File: config.mk
export PLATFORM = sky130hd
export DESIGN_NAME = add16_seq_ctrl
export DESIGN_NICKNAME = d
export VERILOG_FILES = /design/src/rtl/add16_seq_ctrl.sv
export SDC_FILE = /design/constraint.sdc
export NUM_CORES = 1
export LEC_CHECK = 0
export CORE_MARGIN = 3
export CORE_UTILIZATION = 37
export DETAILED_ROUTE_END_ITERATION = 16
export HOLD_SLACK_MARGIN = 0.03
export MAX_ROUTING_LAYER = met4
export SETUP_SLACK_MARGIN = 0.1
export SYNTH_ARGS = -nofsm -noshare
export SYNTH_HDL_FRONTEND = slang
export SYNTH_SLANG_ARGS = --single-unit
File: constraint.sdc
create_clock -name clk -period 6.03 [get_ports clk]
set_clock_uncertainty 0.05 [all_clocks]
set_input_delay 0.603 -clock clk [delete_from_list [all_inputs] [get_ports clk]]
set_output_delay 0.603 -clock clk [all_outputs]
set_load 0.01 [all_outputs]
File: src/rtl/add16_seq_ctrl.sv
// Nibble-serial adder: one 4-bit slice reused per cycle to add two WIDTH-bit
// operands over WIDTH/4 cycles, with an IDLE/ADD/DONE handshake.
module add16_seq_ctrl #(
  parameter int unsigned WIDTH = 16
) (
  input  logic             clk,
  input  logic             rst_n,
  input  logic             start,
  input  logic [WIDTH-1:0] a,
  input  logic [WIDTH-1:0] b,
  input  logic             cin,
  output logic             ready,
  output logic             busy,
  output logic             done,
  output logic [WIDTH-1:0] s,
  output logic             cout
);

  localparam int unsigned NIBBLES = WIDTH / 4;
  localparam int unsigned IW      = (NIBBLES > 1) ? $clog2(NIBBLES) : 1;

  typedef enum logic [1:0] {IDLE, ADD, DONE} state_t;

  state_t           state, state_n;
  logic [WIDTH-1:0] a_r, a_n, b_r, b_n, s_n;
  logic             carry, carry_n, cout_n;
  logic [IW-1:0]    idx, idx_n;
  logic [IW+1:0]    sh;
  logic [3:0]       x4, y4;
  logic [4:0]       sum5;

  // Single shared 4-bit slice; the index selects which nibble it sees.
  assign sh   = {idx, 2'b00};
  assign x4   = 4'(a_r >> sh);
  assign y4   = 4'(b_r >> sh);
  assign sum5 = {1'b0, x4} + {1'b0, y4} + 5'(carry);

  assign ready = (state != ADD);
  assign busy  = (state == ADD);
  assign done  = (state == DONE);

  always_comb begin
    state_n = state;
    a_n     = a_r;
    b_n     = b_r;
    s_n     = s;
    carry_n = carry;
    cout_n  = cout;
    idx_n   = idx;
    case (state)
      IDLE, DONE: begin
        if (start) begin
          a_n     = a;
          b_n     = b;
          carry_n = cin;
          s_n     = '0;
          cout_n  = 1'b0;
          idx_n   = '0;
          state_n = ADD;
        end else if (state == DONE) begin
          state_n = IDLE;
        end
      end
      ADD: begin
        s_n     = (s & ~(WIDTH'(4'hF) << sh)) | (WIDTH'(sum5[3:0]) << sh);
        carry_n = sum5[4];
        if (idx == IW'(NIBBLES - 1)) begin
          cout_n  = sum5[4];
          state_n = DONE;
        end else begin
          idx_n = idx + 1'b1;
        end
      end
      default: state_n = IDLE;
    endcase
  end

  always_ff @(posedge clk or negedge rst_n) begin
    if (!rst_n) begin
      state <= IDLE;
      a_r   <= '0;
      b_r   <= '0;
      s     <= '0;
      carry <= 1'b0;
      cout  <= 1'b0;
      idx   <= '0;
    end else begin
      state <= state_n;
      a_r   <= a_n;
      b_r   <= b_n;
      s     <= s_n;
      carry <= carry_n;
      cout  <= cout_n;
      idx   <= idx_n;
    end
  end

endmodule

# Yosys cells after proc, flatten, opt, wreduce, memory -nomap -nowiden
# Index checks and enable logic that the tools add are counted.
# word_totals
ff_bits,54
latchBits,0
ram_bits,0
rom_bits,0
inputBits,36
output_inout_bits,20
word_cells,47
mem_count,0
# classes
addsub,3
n_mul,0
div_mod_pow,0
magnitude_cmp,0
eq_ne,8
shift,4
n_mux,14
bitwise_logic,3
reduce_logical,8
# ops
op,count
$pmux W16 S2,1
$shr A16 B4 Y4,2
$and A16 B16 Y16,1
$mux W16,1
$not A16 Y16,1
$or A16 B16 Y16,1
$shl A4 B4 Y16,1
$shl A4 B4 Y16 const A,1
$mux W2,5
$pmux W2 S2,2
$reduce_and A2 Y1,3
$reduce_and A3 Y1,2
$add A4 B4 Y5,1
$add A5 B1 Y5,1
$eq A2 B2 Y1 const B,2
$ne A2 B1 Y1 const B,2
$ne A2 B2 Y1 const B,2
$pmux W1 S2,2
$mux W1,3
$ne A3 B3 Y1 const B,1
$add A2 B1 Y2 const B,1
$eq A2 B1 Y1 const B,1
$logic_not A2 Y1,1
$reduce_bool A2 Y1,1
$reduce_or A2 Y1,1

# Depth between registers and ports, before layout
# Gate-level depths: netlist of run 1.
# logic_depth
depth_word,6
depth_mapped,8
ltp_nobuf,7

# Least setup slack after synthesis of run 1
# Ideal clock, no wire load.
# synth_path
path_type,reg2reg
start,register idx[0]
end,register cout
setup_time_ns,0.125
arrival_time_ns,2.607
t_required_ns,5.855
setup_slack_ns,3.248
path_stages_with_launch,9
path_buffers,1
period_less_slack_ns,2.782
path_cell_list,dfrtp_1 -> buf_2 -> mux4_2 -> fa_1 -> fa_1 -> a21o_1 -> a21oi_1 -> nor2_1 -> mux2_4
# synth_via
elab_chain_cells,5
elab_cells_between_ends,9
classes_between,2 x add/sub; 2 x eq/ne; 2 x shift; 2 x mux; 1 x reduce/logical
# synth_lines
element,line_no,rtl
from (decl),27,"logic [IW-1:0] idx, idx_n;"
from (signal assigned),94,idx <= idx_n;
"$shr A16 B4 Y4, on equally long branches","34, 35",
$add A4 B4 Y5,36,"assign sum5 = {1'b0, x4} + {1'b0, y4} + 5'(carry);"
$add A5 B1 Y5,36,
$mux W1,67,if (idx == IW'(NIBBLES - 1)) begin
$pmux W1 S2,50,case (state)
to (signal assigned),93,cout <= cout_n;
to (decl),16,output logic cout
# Parallel ways exist; a longest one is shown, timed or not. The select of a mux whose other input is x is not followed.
# A chain may end at the register's enable or synchronous reset.

# Worst setup path in the final report of run 1
# Same ends and word-level chain as after synthesis.

==> results list, run 1 <==
- Number of hold violations in the final report: 0
- Time the worst path needs with I/O delays and setup: around 3100 ps
- Achievable Freq: 0.3245 GHz
- After routing the design area is 0.003108 mm2.
* Number of nets in the finished design: 323
- The first detailed-routing pass took 4 iterations.
* Slowest CP cell: dfrtp_1
- Relative to the synthesized area, the layout overhead comes to 27.65%.
- Maximum clock path buffer count: 2
* Number of cells upsized or downsized after cts: 0
- Once detail routing completed, the nets flagged for antenna violations numbered 0.
* Number of buffers inserted by port buffering: 55
- Skew-Pair Late Insertion Delay: roughly 300 ps
- Adding up every negative setup slack in the final design gives 0 ps.
- Data arrives at the worst endpoint at 3230 ps.
* Slowest cell delay on critical path: 770 ps
- Dividing the detail-routed via count by the number of cells gives between 4 and 5.
* CP max FO: 13
- Of the cells placed in the final design, the portion with a size suffix greater than 1 is 0.08602.
- At the worst endpoint, the required time is 6180 ps.
* Setup repair after global routing missed its margin: no
- During synthesis, Yosys emitted a total of 0 warnings.
- ANT cells: 0
- Detailed-route via count: 1,701
- Post-cts hold buffer count: 0
* Maximum number of pins on one net before global-route repair: 55
- The floorplan step set the die height to 87.12 um.
- In this run the worst hold path is classified as in -> async.
- TritonCTS clock tree: built
- In this run the number of H-tree levels came out at 2.
* Adder and majority gate portion of the synthesized area: 0.05242
- Dividing total power by cell area gives a power density of 554.3 mW/mm2.
* # clock sinks: 54
* Vias in the first global route: roughly 1,700
* Seq/Total Area, Yosys: 0.5550
- Aggregate global-route resource usage: 0.1442
* Clock buffers created by TritonCTS: 5
- Measured along the x axis, the die boundary spans 87.12 um.
- Number of antenna violations at the first check in global routing: 0
- The critical path contains buffers and inverters numbering 0 combined.
- Synthesized-area fraction occupied by and/or/nand/nor cells: 0.1835
- STA classifies the critical path startpoint as a register.
- Setup crit end kind: register
- The die covers 0.007590 mm2.
* Area of the core region: 0.006131 mm2
- Violation count after the first detailed-routing iteration: 52
- For this run the aggregate overflow at the end of global routing stands at 0.
- Synthesized net count: 271
- Synth Area in Compound Gates: 0.08839
- Number of buffers added for setup after CTS: 0
- Post-Synthesis Mean Instance Area: 10.77 um2
* Final critical-path share of the clock period: 0.5111
* Final WS setup: just under 3000 ps
* Placed wire-length estimate: approximately 3.5 mm
- Netlist area before placement: around 0.0024 mm2
- The completed layout was analyzed and its total power is 1723 uW.
- Transition time at the pin with the least slew margin: 1217 ps
* Combinational family with the most area after synthesis: simple AND/OR/NAND/NOR gates
- Placed Instance Area: 0.003017 mm2
- Kind of critical path: reg -> reg
* Post-Syn Instances: 226
* Maximum VDD drop: 0.2784 mV
* Remaining routing DRC violations: 0
- The initial utilization of the core area, before any placement, comes to 0.3971.
- Max-cap violations in this run came to 0.
- Counting flops and latches in the post-synthesis netlist gives 54.
- Walking the worst path, the cells encountered are mux4_2 > fa_1 > fa_1 > a21o_1 > a21oi_1 > nor2_1 > mux2_4.
- Area share of xor/xnor cells in the synthesized design: 0.007194
- Lkg Pwr: about 0.0015 uW
* Final GP Congestion: ~0.75
- Site Rows: 28
- Critical path's top delay family: multiplexers
- The final max-slew violation count came to 0.
* Endpoints failing setup: 0
- Clock root buffer: clkbuf_8
- Routed wirelength normalized by instance count: between 10 and 15 um
- Clock transition at path regs: around 90 ps
* Post-Place Setup Slack: 2932 ps
* Global-route wire length before repair: 8.273 mm
- Distinct cell type count after synthesis: 27
- Cell seen most often among critical-path stages: fa_1
- DRT Wirelength: 4.937 mm
- Tightest slew margin relative to the limit: 0.1887
- Share of synthesized area spent on multiplexers: 0.08016
- # IOs: 56
* Status: finished, final reports clean
-- cell usage in the layout, fill, tap and decap left out, types with 2 or more instances in the layout --
cell,n
mux4_2,8
nand2b_1,2
ha_1,7
nor3_1,4
a21oi_1,3
dfrtp_1,54
fa_1,2
nand2_1,98
o21ai_0,2
a21o_1,2
nor2_1,3
a22o_1,16
clkbuf_8,6
a21oi_2,2
clkdlybuf4s50_1,54
inv_1,2
-- cell usage after synthesis (all sizes together) --
| master | count | area (um2) |
|---|---|---|
| o31ai | 1 | 7.510 |
| and2b | 1 | 8.760 |
| mux2 | 1 | 15.01 |
| a22o | 16 | 140.1 |
| mux4 | 8 | 180.2 |
| a21o | 2 | 15.01 |
| and2 | 1 | 8.760 |
| nand2b | 2 | 12.51 |
| xnor2 | 1 | 8.760 |
| xor2 | 1 | 8.760 |
| ha | 7 | 87.58 |
| nand2 | 98 | 367.9 |
| clkbuf | 2 | 7.510 |
| fa | 2 | 40.04 |
| a221o | 1 | 10.01 |
| dfrtp | 54 | 1351 |
| buf | 9 | 57.55 |
| o21ai | 2 | 10.01 |
| nor2b | 1 | 6.260 |
| nor3 | 4 | 20.02 |
| inv | 3 | 16.27 |
| nor2 | 4 | 22.52 |
| a21oi | 5 | 32.53 |
-- metrics by stage --
| stage | std cells | hold WS [ps] | utilization |
|---|---|---|---|
| 4_1_cts | 354 | 391.3 | 0.5069 |
| 2_1_floorplan | 226 | 257.4 | - |
| 3_5_place_dp | 346 | 411.7 | 0.4920 |
| 6_report | 354 | 373.0 | 0.5069 |
| 5_1_grt | 354 | 400.0 | 0.5069 |
| 3_3_place_gp | 346 | 406.5 | 0.4920 |
-- layer usage --
layer  vias up  share of wire  global-route usage
li1        853              -                   -
met1       797           0.49              0.1953
met2        46           0.45              0.2188
met3         5          0.051             0.03500
met4         0          0.011             0.03766
met5         -              0                   -
-- power by group --
part | internal [uW] | total [uW] | switching [uW]
Clock | 92.9 | 205 | 112
Combinational | 427 | 882 | 455
Sequential | 523 | 636 | 113
-- kinds of logic (layout without fill, tap and decap cells) --
family | count (synthesis) | after routing
xor+xnor | 2 | 2
flops | 54 | 54
simple gates | 111 | 111
mux | 9 | 9
compound gates | 27 | 27
buf+inv | 14 | 67
fa+ha+maj | 9 | 9
-- sequential cells by signal, summed over array words and instances (netlist names) --
name and cells:
a_r 16, b_r 16, carry 1, cout 1, idx 2, s 16
state 2
-- area by class of cell --
cell class	instances	area, um2
inverter	3	16.27
tap	75	93.84
clock inverter	1	5.005
multi-input combinational	158	1002
timing repair buffer	56	553.0
clock buffer	7	86.33
sequential	54	1351
fill	605	3023
-- path summary, 6_finish.rpt --
check / startpoint / endpoint / slack, ps / cells past startpoint
max in group asynchronous: rst_n / b_r[10] / 5130 / 2
hold reg to reg: b_r[13] / b_r[13] / 430 / 2
hold / removal: rst_n / state[0] / 370 / 2
min in group clk: b_r[13] / b_r[13] / 430 / 2
setup reg to reg: idx[0] / cout / 2950 / 7
setup / recovery: idx[0] / cout / 2950 / 7
Note: power is estimated with default switching activity, not from simulation.
==> run 2, diff against run 1 <==
==> constraint.sdc (replaced) <==
create_clock -name clk -period 3.2 [get_ports clk]
set_clock_uncertainty 0.05 [all_clocks]
set_input_delay 0.32 -clock clk [delete_from_list [all_inputs] [get_ports clk]]
set_output_delay 0.32 -clock clk [all_outputs]
set_load 0.01 [all_outputs]
==> run 2 against run 1 <==
Compared with the run above:
- non-clock buffer count increased by 3
- clock power grew 120%
- sequential share of layout area down 0.52 points
- cell area is 1.2% higher
- sequential power increased by 84%
- routed wire length about the same
- fmax up 11%
- core utilization is 0.61 points higher
==> results list, run 2 (synthesis gave the netlist of run 1 again) <==
- The run finished with clean final reports.
- The arrival time at the worst endpoint was 2900 ps (-330 ps).
- The cts-stage hold buffer count came to 0 (unchanged).
* Max Cap Viol: 0 (unchanged)
* Total Negative Setup Slacks: 0 ps (unchanged)
* Number of cells upsized or downsized after cts: 0 (unchanged)
- Transition time at the pin with the least slew margin: 747.9 ps (-469.0 ps)
- TritonCTS built the clock tree.
* Starting density of the core: 0.3971 (unchanged)
- The smallest hold slack is 18.09 ps (-354.9 ps).
- The deepest clock path buffer count came to 2 (unchanged).
* Biggest registers after layout: a_r (16), b_r (16), s (16)
* Finished Core Util: 0.5131 (+0.006122)
* Number of nets in the finished design: 326 (+0.93%)
- Count of non-filler cells in the finished layout: 357 (+0.85%)
- The post-detailed-route wirelength per cell was 13.82 um (-0.92%).
* Leading cell types in the layout, fill and taps excluded: 98 x nand2_1, 54 x dfrtp_1, 54 x clkdlybuf4s50_1
- Number of buffers added for setup after CTS: 0 (unchanged)
* Sum of internal, switching and leakage power: 3316 uW (+92%)
* Area of the core region: 0.006131 mm2 (unchanged)
- The setup violation total in the final timing report was 0 (unchanged).
* Maximum VDD drop: 0.5585 mV (+100%)
* Grt ovf: 0 (unchanged)
- The endpoint identified for the worst register-to-register timing path is carry.
- Tightest slew margin relative to the limit: 0.5014 (+0.3127)
* Lkg Pwr: 0.001516 uW (+1.2%)
* Kind of critical path: reg -> reg
- # clock sinks: 54 (unchanged)
* Overall die area: 0.007590 mm2 (unchanged)
- # IOs: 56 (unchanged)
- Global-route wire length before repair: 8.611 mm (+4.1%)
- The fmax came to 0.3618 GHz (+11%).
- The total power per unit cell area was 1054 mW/mm2 (+90%).
- CP max FO: 5 (-8)
* Detailed-route via count: 1,707 (+0.35%)
* Clock root buffer: clkbuf_8
- The count of filler cells inserted in the layout is 548 (-9.4%).
* Clock buffers created by TritonCTS: 5 (unchanged)
- The diode insertion count for antenna repair is 0 (unchanged).
- Required time at the worst-slack endpoint: 3330 ps (-2850 ps)
- Remaining routing DRC violations: 0 (unchanged)
- The initial antenna violation count was 0 (unchanged).
- The library cell used most frequently in the layout, excluding fill and tap cells, is nand2_1.
- The number of hold violations in the final report came to 0 (unchanged).
* Startpoint Class: register
- The post-detailed-route via-to-cell ratio was 4.782 (-0.49%).
- The number of placed instances with taps included came to 349 (+0.87%).
- The final weighted congestion in routability-driven placement came to 0.7832 (+3.8%).
* Skew-Pair Late Insertion Delay: 310 ps (about the same)
- The maximum level of the CTS H-tree came to 2 (unchanged).
- The path class of the tightest hold or removal check is in -> async.
* Placed wire-length estimate: 3.674 mm (+3.7%)
- The final critical path time including I/O delays and setup was 2764 ps (-317.6 ps).
- The die height is 87.12 um (unchanged).
- Tracing the worst setup path back leads to its startpoint at idx[0].
- Violation count after the first detailed-routing iteration: 101 (+94%)
- The final max-slew violation count came to 0 (unchanged).
* Aggregate global-route resource usage: 0.1503 (+0.006178)
* Length in cells of the worst reg-to-reg path: 7 (unchanged)
* DRT Wirelength: 4.933 mm (about the same)
* Setup crit end kind: register
- Vias in the first global route: 1,767 (+3.5%)
* Detailed-routing iteration count for the pre-antenna-repair pass: 4 (unchanged)
* Maximum number of pins on one net before global-route repair: 40 (-27%)
- The part of the cycle the worst path needs was 0.8638 (+0.3527).
- End point of the critical path: carry
* Setup slack of the worst register-to-register path: 440 ps (-2510 ps)
- The startpoint identified for the worst register-to-register timing path is idx[0].
- The clock edge transition at the registers on the reported setup and hold paths is 100 ps (about the same).
- From synthesis to final layout, the design area changed by 29.19%.
* Fraction of final layout cells sized beyond drive strength 1: 0.09220 (+0.006177)
- Setup repair after global routing missed its margin: no
- The number of routed nets with antenna violations is 0 (unchanged).
* Width of the die: 87.12 um (unchanged)
* Number of buffers inserted by port buffering: 55 (unchanged)
- The placement row count is 28 (unchanged).
[run 2: how the worst min path moves through the flow]
| stage | slack (ps) | endpoint |
|---|---|---|
| finish | 20 | s[14] |
| global route | 70 | s[8] |
| CTS | 50 | s[14] |
| detailed placement | 380 | state[1] |
| global placement | 380 | state[1] |
| floorplan | -30 | a_r[0] |
[run 2: final cells by class]
type / instances / area, um2 / share of cell area
Sequential cell: 54 / 1351 / 0.4296
Multi-Input combinational cell: 158 / 1002 / 0.3186
Timing Repair Buffer: 59 / 575.6 / 0.1830
Tap cell: 75 / 93.84 / 0.02983
Clock buffer: 7 / 76.32 / 0.02426
Clock inverter: 1 / 30.03 / 0.009547
Inverter: 3 / 16.27 / 0.005171
[run 2: layer usage]
metal,routed length (um),global-route usage,up-vias,share of wire
met5,0,-,-,0
met4,17,0.03347,0,0.0034
met3,293,0.04447,3,0.059
met2,2155,0.2167,48,0.44
met1,2467,0.2113,793,0.50
li1,-,-,863,-
[run 2: power breakdown]
| part | switching [uW] | internal (uW) |
|---|---|---|
| logic | 886 | 819 |
| registers | 179 | 986 |
| clock network | 211 | 234 |
| total | 1280 | 2040 |
[run 2: worst max-delay path, cell delays in order, from the launching register on]
cell,delay [ps]
dfrtp_1,500
mux4_2,560
fa_1,460
fa_1,410
a21o_1,170
a21oi_1,140
nor2_1,70
a221o_1,280
[run 2: stage by stage]
| step | area [um2] | setup WS (ps) |
|---|---|---|
| final | 3146 | 435.8 |
| after global routing | 3146 | 252.2 |
| after floorplan | 2435 | 417.6 |
| after global placement | 3039 | 497.2 |
| after CTS | 3146 | 403.9 |
| after detailed placement | 3039 | 435.3 |
==> patch 1, RTL diff (flow settings as in run 1) <==
The 3 states of `state_t` get a one-hot encoding in 3 bits.
--- a/src/rtl/add16_seq_ctrl.sv
+++ b/src/rtl/add16_seq_ctrl.sv
@@ -20,5 +20,5 @@
   localparam int unsigned IW      = (NIBBLES > 1) ? $clog2(NIBBLES) : 1;
 
-  typedef enum logic [1:0] {IDLE, ADD, DONE} state_t;
+  typedef enum logic [2:0] {IDLE = 3'b001, ADD = 3'b010, DONE = 3'b100} state_t;
 
   state_t           state, state_n;
Formal check against the unedited RTL: no difference found for any inputs over 10 cycles, from zero or initial values and one cycle with rst_n low; not proved beyond that.
==> patch 1 against run 1 <==
Total power fell by 6.0%; final area grew 7.9%; global-route usage shrank 0.056 points; combinational power down 13%; synthesized cell count fell by 17%; fmax increased by 1.7%; worst hold slack is essentially flat; final cell count shrank 4.8%; setup slack gained 0.050 ns; sequential cell count up 1; synthesized area rose by 9.1%; wire length increased by 11%.
==> patch 1: results (changes against run 1) <==
| Metric | Value |
|---|---|
| Run status | completed |
| Dpl hpwl | 4010 um (+13%) |
| GP Congestion | 0.764 (+1.2%) |
| Global-route wire length before repair | 9190 um (+11%) |
| Crit-path max cell delay | 0.90 ns (+0.13 ns) |
| Dpl cell area | 3260 um2 (+8.0%) |
| Reg2reg end | s[6]$_DFFE_PN0P_ |
| Synth top area cells | dfrtp_1 (51%), mux2_1 (11%), mux4_2 (6.8%), ha_1 (3.3%), a22o_1 (3.0%) |
| Leakage | 0.00138 uW (-8.0%) |
| Place WS | 2.96 ns (+0.0302 ns) |
| Overall Global Routing Usage | 14.4% (-0.056 points) |
| Layout cells sized above 1 | 12.9% (+4.3 points) |
| Worst vdd ir | 0.183 mV (-34%) |
| Syn nets | 232 (-14%) |
| Max FO, Critical Path | 18 (+5) |
| FF-to-FF path depth | 5 (-2) |
| Routed WL per cell | 16.2 um (+16%) |
| Top Registers | a_r: 16 flops, b_r: 16 flops, s: 16 flops |
| Crit path max-delay family | flip-flops |
| Largest net degree at the start of global routing | 56 (+1.8%) |
| Vias in the first global route | 1831 (+7.3%) |
| Seq/Total Area, Yosys | 51.9% (-3.6 points) |
| Slew @ Worst Pin | 0.844 ns (-0.373 ns) |
| Final #Nets | 285 (-12%) |
| Most frequent cells after synthesis | dfrtp_1 (54), mux2_1 (26), a22o_1 (9) |
| Netlist cell types | 41 (+52%) |
| Via Count | 1729 (+1.6%) |
[patch 1: cell count changes after synthesis, moves of 4 or more]
cell and change:
nand3_1 +5, o31ai_1 +4, a22o_1 -7, nand2_1 -94, buf_2 -4, mux2_1 +26
mux2_2 +6
[patch 1: metal layers]
layer	vias up	track usage [%]	part of all wire, %
met5	-	-	0
met4	0	3.44	0.77
met3	5	3.33	4.9
met2	47	22.3	47
met1	866	19.2	47
li1	811	-	-
[patch 1: report_power, final]
| group | internal [uW] | switching, uW |
|---|---|---|
| logic | 389 | 378 |
| clock network | 94.4 | 117 |
| registers | 519 | 123 |
| total | 1000 | 618 |
[patch 1: worst max-delay path by stage]
| stage | startpoint | slack (ns) | to |
|---|---|---|---|
| 3_5_place_dp | idx[0]$_DFFE_PN0P_ | 2.96 | s[6]$_DFFE_PN0P_ |
| 5_1_grt | idx[0]$_DFFE_PN0P_ | 2.77 | s[6]$_DFFE_PN0P_ |
| 2_1_floorplan | idx[1]$_DFFE_PN0P_ | 3.49 | s[6]$_DFFE_PN0P_ |
| 4_1_cts | idx[0]$_DFFE_PN0P_ | 2.94 | s[6]$_DFFE_PN0P_ |
| 3_3_place_gp | idx[0]$_DFFE_PN0P_ | 3.00 | s[6]$_DFFE_PN0P_ |
| 6_report | idx[0]$_DFFE_PN0P_ | 3.00 | s[6]$_DFFE_PN0P_ |
[patch 1: area by class of cell]
type	instances	area (um2)
repair buffers	57	561
clock buffers	7	86.3
well taps	96	120
clock inverters	1	8.76
fillers	622	3520
inverters	5	18.8
multi-input cells	116	1180
flip-flops and latches	55	1380
[patch 1: metrics by stage]
| step | power, uW | instances | hold WS, ns |
|---|---|---|---|
| finish | 1620 | 337 | 0.373 |
| CTS | 1640 | 337 | 0.398 |
| global route | 1750 | 337 | 0.427 |
| detailed placement | 1430 | 329 | 0.423 |
| floorplan | 1180 | 187 | 0.257 |
| global placement | 1410 | 329 | 0.413 |
[patch 1: kinds of logic (layout without fill, tap and decap cells)]
kind of cell | after synthesis | after routing | synth area share (%)
adder cells (fa/ha/maj) | 9 | 9 | 4.80
multiplexers | 40 | 40 | 20.3
AO/OA/AOI/OAI | 32 | 32 | 9.75
flip-flops | 55 | 55 | 51.9
XOR/XNOR | 2 | 2 | 0.660
buffers and inverters | 16 | 70 | 3.72
AND/OR/NAND/NOR | 33 | 33 | 8.86
==> patch 2, RTL diff (config.mk and constraints of run 1) <==
Without the edit above. The parameter `WIDTH` goes from 16 to 8.
--- a/src/rtl/add16_seq_ctrl.sv
+++ b/src/rtl/add16_seq_ctrl.sv
@@ -2,5 +2,5 @@
 // operands over WIDTH/4 cycles, with an IDLE/ADD/DONE handshake.
 module add16_seq_ctrl #(
-  parameter int unsigned WIDTH = 16
+  parameter int unsigned WIDTH = 8
 ) (
   input  logic             clk,
Interface: changed (resized a, b and s); port bits go from 56 to 32. No check against the original RTL was run, so the function may have changed too.
==> patch 2 against run 1 <==
Non-clock buffer count fell by 24; count of clock-buffer cells in the layout rose by 1; sequential cell count fell by 25; total power fell by 46%; final cell count fell by 39%; setup slack improved by 0.59 ns; synthesized area fell by 44%; wire length fell by 46%; sequential share of layout area fell by 2.5 points; final area fell by 43%; largest cell class unchanged.
==> patch 2: results (changes against run 1) <==
| Metric | Value |
|---|---|
| Hold Path Stages | 2 |
| Vias per cell | 4.57 (-4.9%) |
| Overall Global Routing Usage | 14.4% (-0.025 points) |
| Largest net degree at the start of global routing | 30 (-45%) |
| Top Registers | a_r: 8 flops, b_r: 8 flops, s: 8 flops |
| Leakage | 0.000864 uW (-42%) |
| FF-to-FF setup slack | 3.54 ns (+0.59 ns) |
| WL final | 2690 um (-46%) |
| Final #Nets | 194 (-40%) |
| Clock Latency Late Sink | 0.27 ns (-0.03 ns) |
| Synth top area cells | dfrtp_1 (53%), nand2_1 (14%), mux2_2 (6.6%), nand3_1 (3.7%), fa_1 (2.9%) |
| Diodes inserted | 0 (unchanged) |
| Initial DRC count | 48 (-7.7%) |
| Max FO, Critical Path | 11 (-2) |
| Root Driver | clkbuf_8 |
| Initial antenna violation count | 0 (unchanged) |
| Reg-to-Reg Start | idx$_DFFE_PN0P_ |
| Crit-path max cell delay | 0.58 ns (-0.19 ns) |
| Crit path max-delay family | adder cells |
| Dpl hpwl | 1920 um (-46%) |
| Setup Buffers After CTS | 0 (unchanged) |
| Worst EP arrival | 2.58 ns (-0.65 ns) |
| Resized Gates After CTS | 0 (unchanged) |
| Syn avg cell area | 9.88 um2 (-8.3%) |
| TritonCTS buffer count | 5 (unchanged) |
| Vias in the first global route | 981 (-43%) |
| Syn. warnings | 0 (unchanged) |
| Worst Hold Class | reg -> reg |
| Ys async rst share | 100% (unchanged) |
| Hold EP | a_r[4]$_DFFE_PN0P_ |
| FF-to-FF path depth | 6 (-1) |
| Most frequent cells after synthesis | nand2_1 (51), dfrtp_1 (29), nand3_1 (10) |
| Run status | completed |
| Net Sw Frac | 37.6% (-1.9 points) |
| Netlist cell types | 23 (-15%) |
| DP Cell Count | 208 (-40%) |
| Final std cells w/o fill | 216 (-39%) |
| Number of port buffers | 31 (-44%) |
| Reg2reg end | cout$_DFFE_PN0P_ |
| Sequential share of power | 36.0% (-0.9 points) |
| H-tree depth | 2 (unchanged) |
| DR pass1 iterations | 4 (unchanged) |
| Worst vdd ir | 0.188 mV (-33%) |
| Clock transition at path regs | 0.06 ns (-0.03 ns) |
| Gate power share | 48.4% (-2.8 points) |
| Worst hold start | a_r[4]$_DFFE_PN0P_ |
| Layout cells sized above 1 | 10.0% (+1.4 points) |
| Syn nets | 163 (-40%) |
| Slew @ Worst Pin | 1.02 ns (-0.200 ns) |
| Critical path's slowest cell | dfrtp_1 |
| Global-route wire length before repair | 4550 um (-45%) |
| Seq/Total Area, Yosys | 53.2% (-2.3 points) |
| Max Root-Sink Buffers | 2 (unchanged) |
| GP Congestion | 0.768 (+1.8%) |
[patch 2: worst max path at each step]
stage	endpoint	from	cells after the start	slack, ns
4_1_cts	cout$_DFFE_PN0P_	idx$_DFFE_PN0P_	6	3.51
3_5_place_dp	cout$_DFFE_PN0P_	idx$_DFFE_PN0P_	6	3.51
2_1_floorplan	cout$_DFFE_PN0P_	idx$_DFFE_PN0P_	7	3.74
3_3_place_gp	cout$_DFFE_PN0P_	idx$_DFFE_PN0P_	6	3.61
5_1_grt	cout$_DFFE_PN0P_	idx$_DFFE_PN0P_	6	3.43
6_report	cout$_DFFE_PN0P_	idx$_DFFE_PN0P_	6	3.54
[patch 2: routing by layer]
metal | vias up | share of wire (%) | global-route usage (%)
met4 | 0 | 1.3 | 5.33
met3 | 4 | 5.8 | 5.40
li1 | 505 | - | -
met1 | 448 | 42 | 16.2
met2 | 30 | 51 | 23.3
met5 | - | 0 | -
[patch 2: kinds of logic after synthesis]
| logic type | share of synthesized area [%] |
|---|---|
| flip-flops | 53.2 |
| adder cells (fa/ha/maj) | 5.69 |
| XOR/XNOR | 0.642 |
| multiplexers | 8.07 |
| buffers and inverters | 4.77 |
| AO/OA/AOI/OAI | 5.87 |
| AND/OR/NAND/NOR | 21.7 |
[patch 2: stage by stage]
stage	total power, uW	setup WS [ns]	util [%]	hold slack, ns	instance area (um2)
2_1_floorplan	656	3.74	-	0.257	1360
3_3_place_gp	781	3.61	49.1	0.411	1690
3_5_place_dp	802	3.51	49.1	0.410	1690
4_1_cts	953	3.51	51.4	0.426	1770
5_1_grt	1030	3.43	51.4	0.449	1770
6_report	937	3.54	51.4	0.420	1770
[patch 2: layout make-up]
type	count	area (um2)
clock buffer	8	80.1
multi-input combinational	97	573
inverter	4	15.0
fill	360	1670
timing repair buffer	32	318
sequential	29	726
tap	46	57.6
